### config.mk
export PLATFORM = sky130hd
export DESIGN_NAME = serializer
export DESIGN_NICKNAME = d
export VERILOG_FILES = /design/src/rtl/serial_pkg.sv /design/src/rtl/serializer.sv
export SDC_FILE = /design/constraint.sdc
export NUM_CORES = 1
export LEC_CHECK = 0
export CAP_MARGIN = 20
export CORE_MARGIN = 4
export CORE_UTILIZATION = 48
export DETAILED_ROUTE_END_ITERATION = 8
export GPL_TIMING_DRIVEN = 0
export PLACE_DENSITY_LB_ADDON = 0.05
export REMOVE_ABC_BUFFERS = 1
export SYNTH_ARGS = -nofsm -noshare
export SYNTH_HDL_FRONTEND = slang
export SYNTH_SLANG_ARGS = --single-unit
### constraint.sdc
create_clock -name clock -period 1.5 [get_ports clock]
set_clock_uncertainty 0.1 [all_clocks]
set_input_delay 0.225 -clock clock [delete_from_list [all_inputs] [get_ports clock]]
set_output_delay 0.225 -clock clock [all_outputs]
set_load 0.02 [all_outputs]
### src/rtl/serial_pkg.sv
`default_nettype none
// ============================================================================
// Module      : serial_pkg
// Description : Types and constants shared by the serializer and the
//               deserializer on either side of the serial link.
// Revision    : 1.0 - initial release
// ============================================================================
package serial_pkg;

  // Word size carried across the link by both ends
  localparam int WORD_WIDTH = 8;

  // Transmitter states
  typedef enum logic [1:0] {
    ST_IDLE  = 2'd0,
    ST_SHIFT = 2'd1,
    ST_GAP   = 2'd2
  } ser_state_e;

endpackage : serial_pkg
`default_nettype wire

### src/rtl/serializer.sv
`default_nettype none
// ============================================================================
// Module      : serializer
// Description : Parallel-to-serial transmitter. Pulls a word over a valid/ack
//               handshake and shifts it out MSB first, framed by write_out,
//               followed by an optional idle gap.
// Revision    : 1.0 - initial release
// ============================================================================
module serializer
  import serial_pkg::*;
#(
  parameter int WIDTH      = WORD_WIDTH,
  parameter int BIT_CYCLES = 1,
  parameter int GAP_CYCLES = 1
) (
  input  logic             clock,
  input  logic             reset,
  input  logic [WIDTH-1:0] data_in,
  input  logic             valid_in,
  output logic             ack_out,
  output logic             data_out,
  output logic             write_out,
  output logic             status_out
);

  // A zero-length gap still needs a one-bit counter to keep the code legal
  localparam int c_tick_w = $clog2(BIT_CYCLES + 1);
  localparam int c_bit_w  = $clog2(WIDTH + 1);
  localparam int c_gap_w  = (GAP_CYCLES > 0) ? $clog2(GAP_CYCLES + 1) : 1;

  localparam logic [c_tick_w-1:0] c_tick_last = c_tick_w'(BIT_CYCLES - 1);
  localparam logic [c_bit_w-1:0]  c_bit_last  = c_bit_w'(WIDTH - 1);
  localparam logic [c_gap_w-1:0]  c_gap_last  = c_gap_w'((GAP_CYCLES > 0) ? GAP_CYCLES - 1 : 0);

  ser_state_e          state_q, state_d;
  logic [WIDTH-1:0]    shift_q, shift_d;
  logic [c_tick_w-1:0] tick_q,  tick_d;
  logic [c_bit_w-1:0]  bit_q,   bit_d;
  logic [c_gap_w-1:0]  gap_q,   gap_d;
  logic                ack_q,   ack_d;
  logic                data_q,  data_d;
  logic                write_q, write_d;
  logic                status_q, status_d;

  // Next-state and next-output logic; outputs are derived from the next state
  // so that they are valid in the very cycle after the transition edge
  always_comb begin
    state_d = state_q;
    shift_d = shift_q;
    tick_d  = tick_q;
    bit_d   = bit_q;
    gap_d   = gap_q;
    ack_d   = 1'b0;

    case (state_q)
      ST_IDLE: begin
        if (valid_in) begin
          shift_d = data_in;
          tick_d  = '0;
          bit_d   = '0;
          ack_d   = 1'b1;
          state_d = ST_SHIFT;
        end
      end
      ST_SHIFT: begin
        if (tick_q == c_tick_last) begin
          shift_d = {shift_q[WIDTH-2:0], 1'b0};
          tick_d  = '0;
          bit_d   = bit_q + c_bit_w'(1);
          if (bit_q == c_bit_last) begin
            gap_d   = '0;
            state_d = (GAP_CYCLES == 0) ? ST_IDLE : ST_GAP;
          end
        end else begin
          tick_d = tick_q + c_tick_w'(1);
        end
      end
      ST_GAP: begin
        if (gap_q == c_gap_last) begin
          state_d = ST_IDLE;
        end else begin
          gap_d = gap_q + c_gap_w'(1);
        end
      end
      default: begin
        state_d = ST_IDLE;
      end
    endcase

    write_d  = (state_d == ST_SHIFT);
    data_d   = write_d & shift_d[WIDTH-1];
    status_d = (state_d != ST_IDLE);
  end

  // State, counters and registered outputs; reset discards any word in flight
  always_ff @(posedge clock or negedge reset) begin
    if (!reset) begin
      state_q  <= ST_IDLE;
      shift_q  <= '0;
      tick_q   <= '0;
      bit_q    <= '0;
      gap_q    <= '0;
      ack_q    <= 1'b0;
      data_q   <= 1'b0;
      write_q  <= 1'b0;
      status_q <= 1'b0;
    end else begin
      state_q  <= state_d;
      shift_q  <= shift_d;
      tick_q   <= tick_d;
      bit_q    <= bit_d;
      gap_q    <= gap_d;
      ack_q    <= ack_d;
      data_q   <= data_d;
      write_q  <= write_d;
      status_q <= status_d;
    end
  end

  assign ack_out    = ack_q;
  assign data_out   = data_q;
  assign write_out  = write_q;
  assign status_out = status_q;

endmodule : serializer
`default_nettype wire

== After elaboration in Yosys (flattened, before gate mapping) ==
Index checks and enable logic that the tools add are counted.

* $add $sub $neg: 3
* Multiplexer cells: 20
* Equal/unequal tests: 7
* Reduce and logical (&&, ||, !) cells: 7
* Bitwise logic cells: 1

{| class="wikitable"
|+ Operators by type and width
! operator !! number
|-
| 2-to-1 mux 8 bit || 2
|-
| case mux 8 bit (2 select lines) || 1
|-
| 2-to-1 mux 2 bit || 4
|-
| 2-to-1 mux 4 bit || 2
|-
| case mux 4 bit (2 select lines) || 1
|-
| 2-to-1 mux 1 bit || 7
|-
| inequality test 2 bit, second input constant || 3
|-
| case mux 2 bit (3 select lines) || 1
|-
| AND reduction 3 bit || 2
|-
| nonzero test 2 bit || 3
|-
| adder 4 x 1 -> 4 bit, second input constant || 1
|-
| == test 2 x 1 -> 1 bit, second input constant || 2
|-
| == test 4 x 3 -> 1 bit, second input constant || 1
|-
| case mux 1 bit (2 select lines) || 2
|-
| adder 1 bit, second input constant || 2
|-
| == test 2 bit, second input constant || 1
|-
| logical NOT 2 bit || 1
|-
| AND reduction 2 bit || 1
|-
| bitwise AND 1 bit || 1
|}

* Flip-flop bits (word level): 20

== Longest topological paths before layout ==
Gate-level depths: netlist of the first run.

* Depth after elaboration: 6
* Mapped depth: 5

== Worst setup path before layout of the first run ==
Ideal clock, no wire load.

* Path type: flip-flop to flip-flop
* Start: reg bit_q[0]
* End: reg bit_q[2]
* Setup time: 0.121 ns
* Arrival time: 1.072 ns
* Period minus slack after synthesis: 1.293 ns
* Setup slack: 0.207 ns
* Cell stages (with the launch flop): 4
* Path through: dfrtp_1 > ha_1 > mux2_2 > a22o_1

* Longest elaborated chain between the ends: 3

{| class="wikitable"
|+ Ends and longest elaborated chain
! element !! line !! RTL
|-
| from (decl) || serializer.sv:38 || <nowiki>logic [c_bit_w-1:0] bit_q, bit_d;</nowiki>
|-
| from (signal assigned) || serializer.sv:111 || <nowiki>bit_q <= bit_d;</nowiki>
|-
| adder 4 x 1 -> 4 bit || serializer.sv:69 || <nowiki>bit_d = bit_q + c_bit_w'(1);</nowiki>
|-
| 2-to-1 mux 4 bit || serializer.sv:66 || <nowiki>if (tick_q == c_tick_last) begin</nowiki>
|-
| case mux 4 bit (2 select lines) || serializer.sv:55 || <nowiki>case (state_q)</nowiki>
|}

No other way between the ends. The select of a mux whose other input is x is not followed.
A chain may end at the register's enable or synchronous reset.

== Worst setup path in the final report of the first run ==
* Start: reg state_q[1]
* End: reg data_q, in the netlist data_out

* Elaborated cells on any way between the ends: 11
* Those cells by class: eq/ne (3); mux (6); bitwise (1); reduce/logical (1)

{| class="wikitable"
|+ RTL lines
! element !! line !! RTL
|-
| from (decl) || serializer.sv:35 || <nowiki>ser_state_e state_q, state_d;</nowiki>
|-
| from (signal assigned) || serializer.sv:108 || <nowiki>state_q <= state_d;</nowiki>
|-
| == test 2 bit (tied with other cells) || serializer.sv:55 ||
|-
| case mux 2 bit (3 select lines) * || serializer.sv:55 ||
|-
| net state_d[0] || serializer.sv:35 ||
|-
| == test 2 x 1 -> 1 bit * || serializer.sv:90 || <nowiki>write_d = (state_d == ST_SHIFT);</nowiki>
|-
| bitwise AND 1 bit * || serializer.sv:91 || <nowiki>data_d = write_d & shift_d[WIDTH-1];</nowiki>
|-
| net data_d || serializer.sv:41 || <nowiki>logic data_q, data_d;</nowiki>
|-
| to (signal assigned) || serializer.sv:114 || <nowiki>data_q <= data_d;</nowiki>
|-
| to (decl) || serializer.sv:41 ||
|}

Mark *: on every way through the listed nets, which the timed path passes. The rest lies on a longest branch.

==> results of run 1 <==
[cells in the mapped netlist]
cell / n
nand3_1: 2
dfrtp_1: 17
a41oi_1: 1
a32o_1: 1
o21a_1: 1
a22o_1: 1
nor2_1: 1
o21ai_1: 6
ha_1: 1
nor3_1: 1
a31oi_1: 1
buf_2: 1
o311ai_1: 1
and2b_2: 1
a41oi_2: 1
inv_1: 4
mux2_2: 1
nand2_1: 11
nor3b_1: 1
buf_6: 2
nor2b_4: 1
o21bai_4: 1
nor2b_1: 1
a21oi_2: 1
clkbuf_1: 1
a22oi_1: 6
o21ai_0: 2
[routing by layer]
metal / global-route usage / vias to the layer above
met5: 0 / -
met4: 0.0968 / 0
met3: 0.0338 / 2
met2: 0.219 / 14
met1: 0.208 / 260
li1: - / 277
[state kept, by name (all words and copies together) (netlist names)]
| name | flops |
|---|---|
| bit_q | 4 |
| status_out | 1 |
| ack_out | 1 |
| data_out | 1 |
| state_q | 2 |
| write_out | 1 |
| shift_q | 7 |
[power by group through the flow]
stage	registers (W)	logic, W	clock network (W)
6_report	0.000800	0.000555	0.000237
5_1_grt	0.000832	0.000631	0.000283
4_1_cts	0.000800	0.000564	0.000252
3_5_place_dp	0.000810	0.000589	0
3_3_place_gp	0.000807	0.000576	0
2_1_floorplan	0.000819	0.000365	0
[final cells by class]
class / count / area [um2]
fill: 148 / 583
timing repair buffer: 14 / 135
clock buffer: 3 / 22.5
multi-input combinational: 44 / 299
clock inverter: 1 / 5.00
inverter: 4 / 15.0
tap: 16 / 20.0
sequential: 17 / 427
[metrics by stage]
| stage | cells | utilization | setup TNS, ns | cell area, um2 | worst slack, ns |
|---|---|---|---|---|---|
| final | 99 | 0.613 | 0 | 923 | 0.130 |
| after global routing | 99 | 0.613 | 0 | 923 | 0.0423 |
| after CTS | 99 | 0.613 | 0 | 923 | 0.116 |
| after detailed placement | 95 | 0.597 | -0.316 | 900 | -0.0749 |
| after global placement | 95 | 0.597 | -0.119 | 900 | -0.0502 |
| after floorplan | 65 | - | 0 | 739 | 0.207 |
[how the worst max path moves through the flow]
stage,from,to,cells after the start
3_3_place_gp,valid_in,data_out,4
2_1_floorplan,bit_q[0],bit_q[2],3
5_1_grt,state_q[1],data_out,3
6_report,state_q[1],data_out,3
4_1_cts,state_q[1],data_out,3
3_5_place_dp,valid_in,data_out,4
[cell families after synthesis]
family | Yosys count | share of synthesized area
flops | 17 | 0.552
simple gates | 19 | 0.125
buf+inv | 8 | 0.0600
fa+ha+maj | 1 | 0.0162
compound gates | 23 | 0.232
mux | 1 | 0.0146
[placed cells by master (no fill, tap or decap), drive strengths merged, types with 2 or more instances in the layout]
master         Yosys  final
a22oi              6      6
a41oi              2      2
clkbuf             1      3
clkdlybuf4s50      0     10
dfrtp             17     17
dlygate4sd2        0      4
inv                4      4
nand2             11     11
nand3              2      2
nor2b              2      2
o21ai              8      8
[repair_timing]
item / 4_1_cts / 5_1_grt
resized for setup: 5 / 0
buffers inserted: 0 / 0
hold endpoints to repair: 0 / 0
hold buffers: 0 / 0
setup endpoints to repair: 5 / 0
[critical path, cell delays in order, from the launching register on]
cell and delay (ns):
dfrtp_1 0.53, o21bai_4 0.31, a41oi_2 0.22, o21a_1 0.15
==> flow_metrics.tcl, run 1 <==
set metrics [dict create \
    ys_seq_area_frac 0.552 \
    finalSetupViolCount 0 \
    rr_endpoint "data_out" \
    critical_path_class "register to register" \
    gp_congestion 0.720 \
    cts_buffer_depth 2 \
    ios 15 \
    antenna_found_initial 0 \
    drt_iter0_drc 3 \
    dieArea_um2 2310 \
    start_util 0.512 \
    ff2ff_path_depth 3 \
    syn_to_final_growth_pct 19.8 \
    fp.dieW_um 48.1 \
    cts_tree "yes" \
    netlist_area_um2 771 \
    coreArea_um2 1510 \
    arrival_ns 1.50 \
    holdWs_ns 0.271 \
    pwr-share-clk 0.149 \
    clock-root-buffer "clkbuf_4" \
    yosysWarnings 0 \
    slew_viol_final 0 \
    wirelength_um 1370 \
    p_seq_frac 0.502 \
    power_w 0.00159 \
    wl_met3_um 89 \
    worstReg2RegStart "state_q[1]" \
    synth_top_cell_by_area "dfrtp_1" \
    cts_max_level 1 \
    wl_met1_um 628 \
    synth.avg_cell_area_um2 11.2 \
    fin_crit_ns 1.37 \
    grt_max_degree 18 \
    swShare 0.364 \
    insertion_delay_ns 0.29 \
    synth_top_area_share 0.552 \
    clock-sinks 17 \
    switchingPower_w 0.000581 \
    grt_pass1_vias 511 \
    power.internal_w 0.00101 \
    top_layer_used "met4" \
    grt_usage 0.153 \
    n_antenna_cell 0 \
    cts_made_buffers 3 \
    outcome "finished clean" \
    comb_power_share 0.349 \
    io_buffers 14 \
    syn_inst 69 \
    rows 14 \
    relSlewSlack 0.497 \
    peakVddDrop_uv 1320 \
    clkTransAtPathRegs_ns 0.10 \
    hold_class "primary input to asynchronous set/reset pin" \
    drtPass1Iterations 4 \
    die_h_um 48.1 \
    nets 96 \
    wl_met2_um 639 \
    required_ns 1.63 \
    rrSetupSlack_ns 0.13 \
    drive_gt1_frac 0.133 \
    synthDistinctLibCells 27 \
    p_leak_nw 0.390 \
    post-route-period-util 0.913 \
    worst_slew_pin_slew_ns 0.752 \
    maxCapViolCount 0 \
    ant_nets 0 \
    hold_viol 0 \
    powerDensity_nw_per_um2 1730 \
    vias 553 \
    fmax_mhz 730 \
    cp-start-kind "register" \
    dp.final_hpwl_um 942 \
    ys_ff_latch 17 \
    rsz0062_at_grt "no" \
    grt.overflow.total 0 \
    worstSetupEndpointType "register" \
    avgRoutedWirePerCell_um 13.9 \
    route.detailed.drc 0 \
    ys_top_cells_by_area "dfrtp_1, a22oi_1, nand2_1" \
    grt_pass1_wl_um 2350 \
    critPathMaxFanout 13 \
    avgViaCountPerCell 5.59 \
]
Note: power is estimated with default switching activity, not from simulation.
==> inputs of run 2 (changes only) <==
--- a/config.mk
+++ b/config.mk
@@ -5,7 +5,7 @@
 export SDC_FILE = /design/constraint.sdc
 export NUM_CORES = 1
 export LEC_CHECK = 0
-export CAP_MARGIN = 20
+export CAP_MARGIN = 5
 export CORE_MARGIN = 4
 export CORE_UTILIZATION = 48
 export DETAILED_ROUTE_END_ITERATION = 8
==> results of run 2 <==
The final DEF is identical to that of run 1; final timing and power are the same.
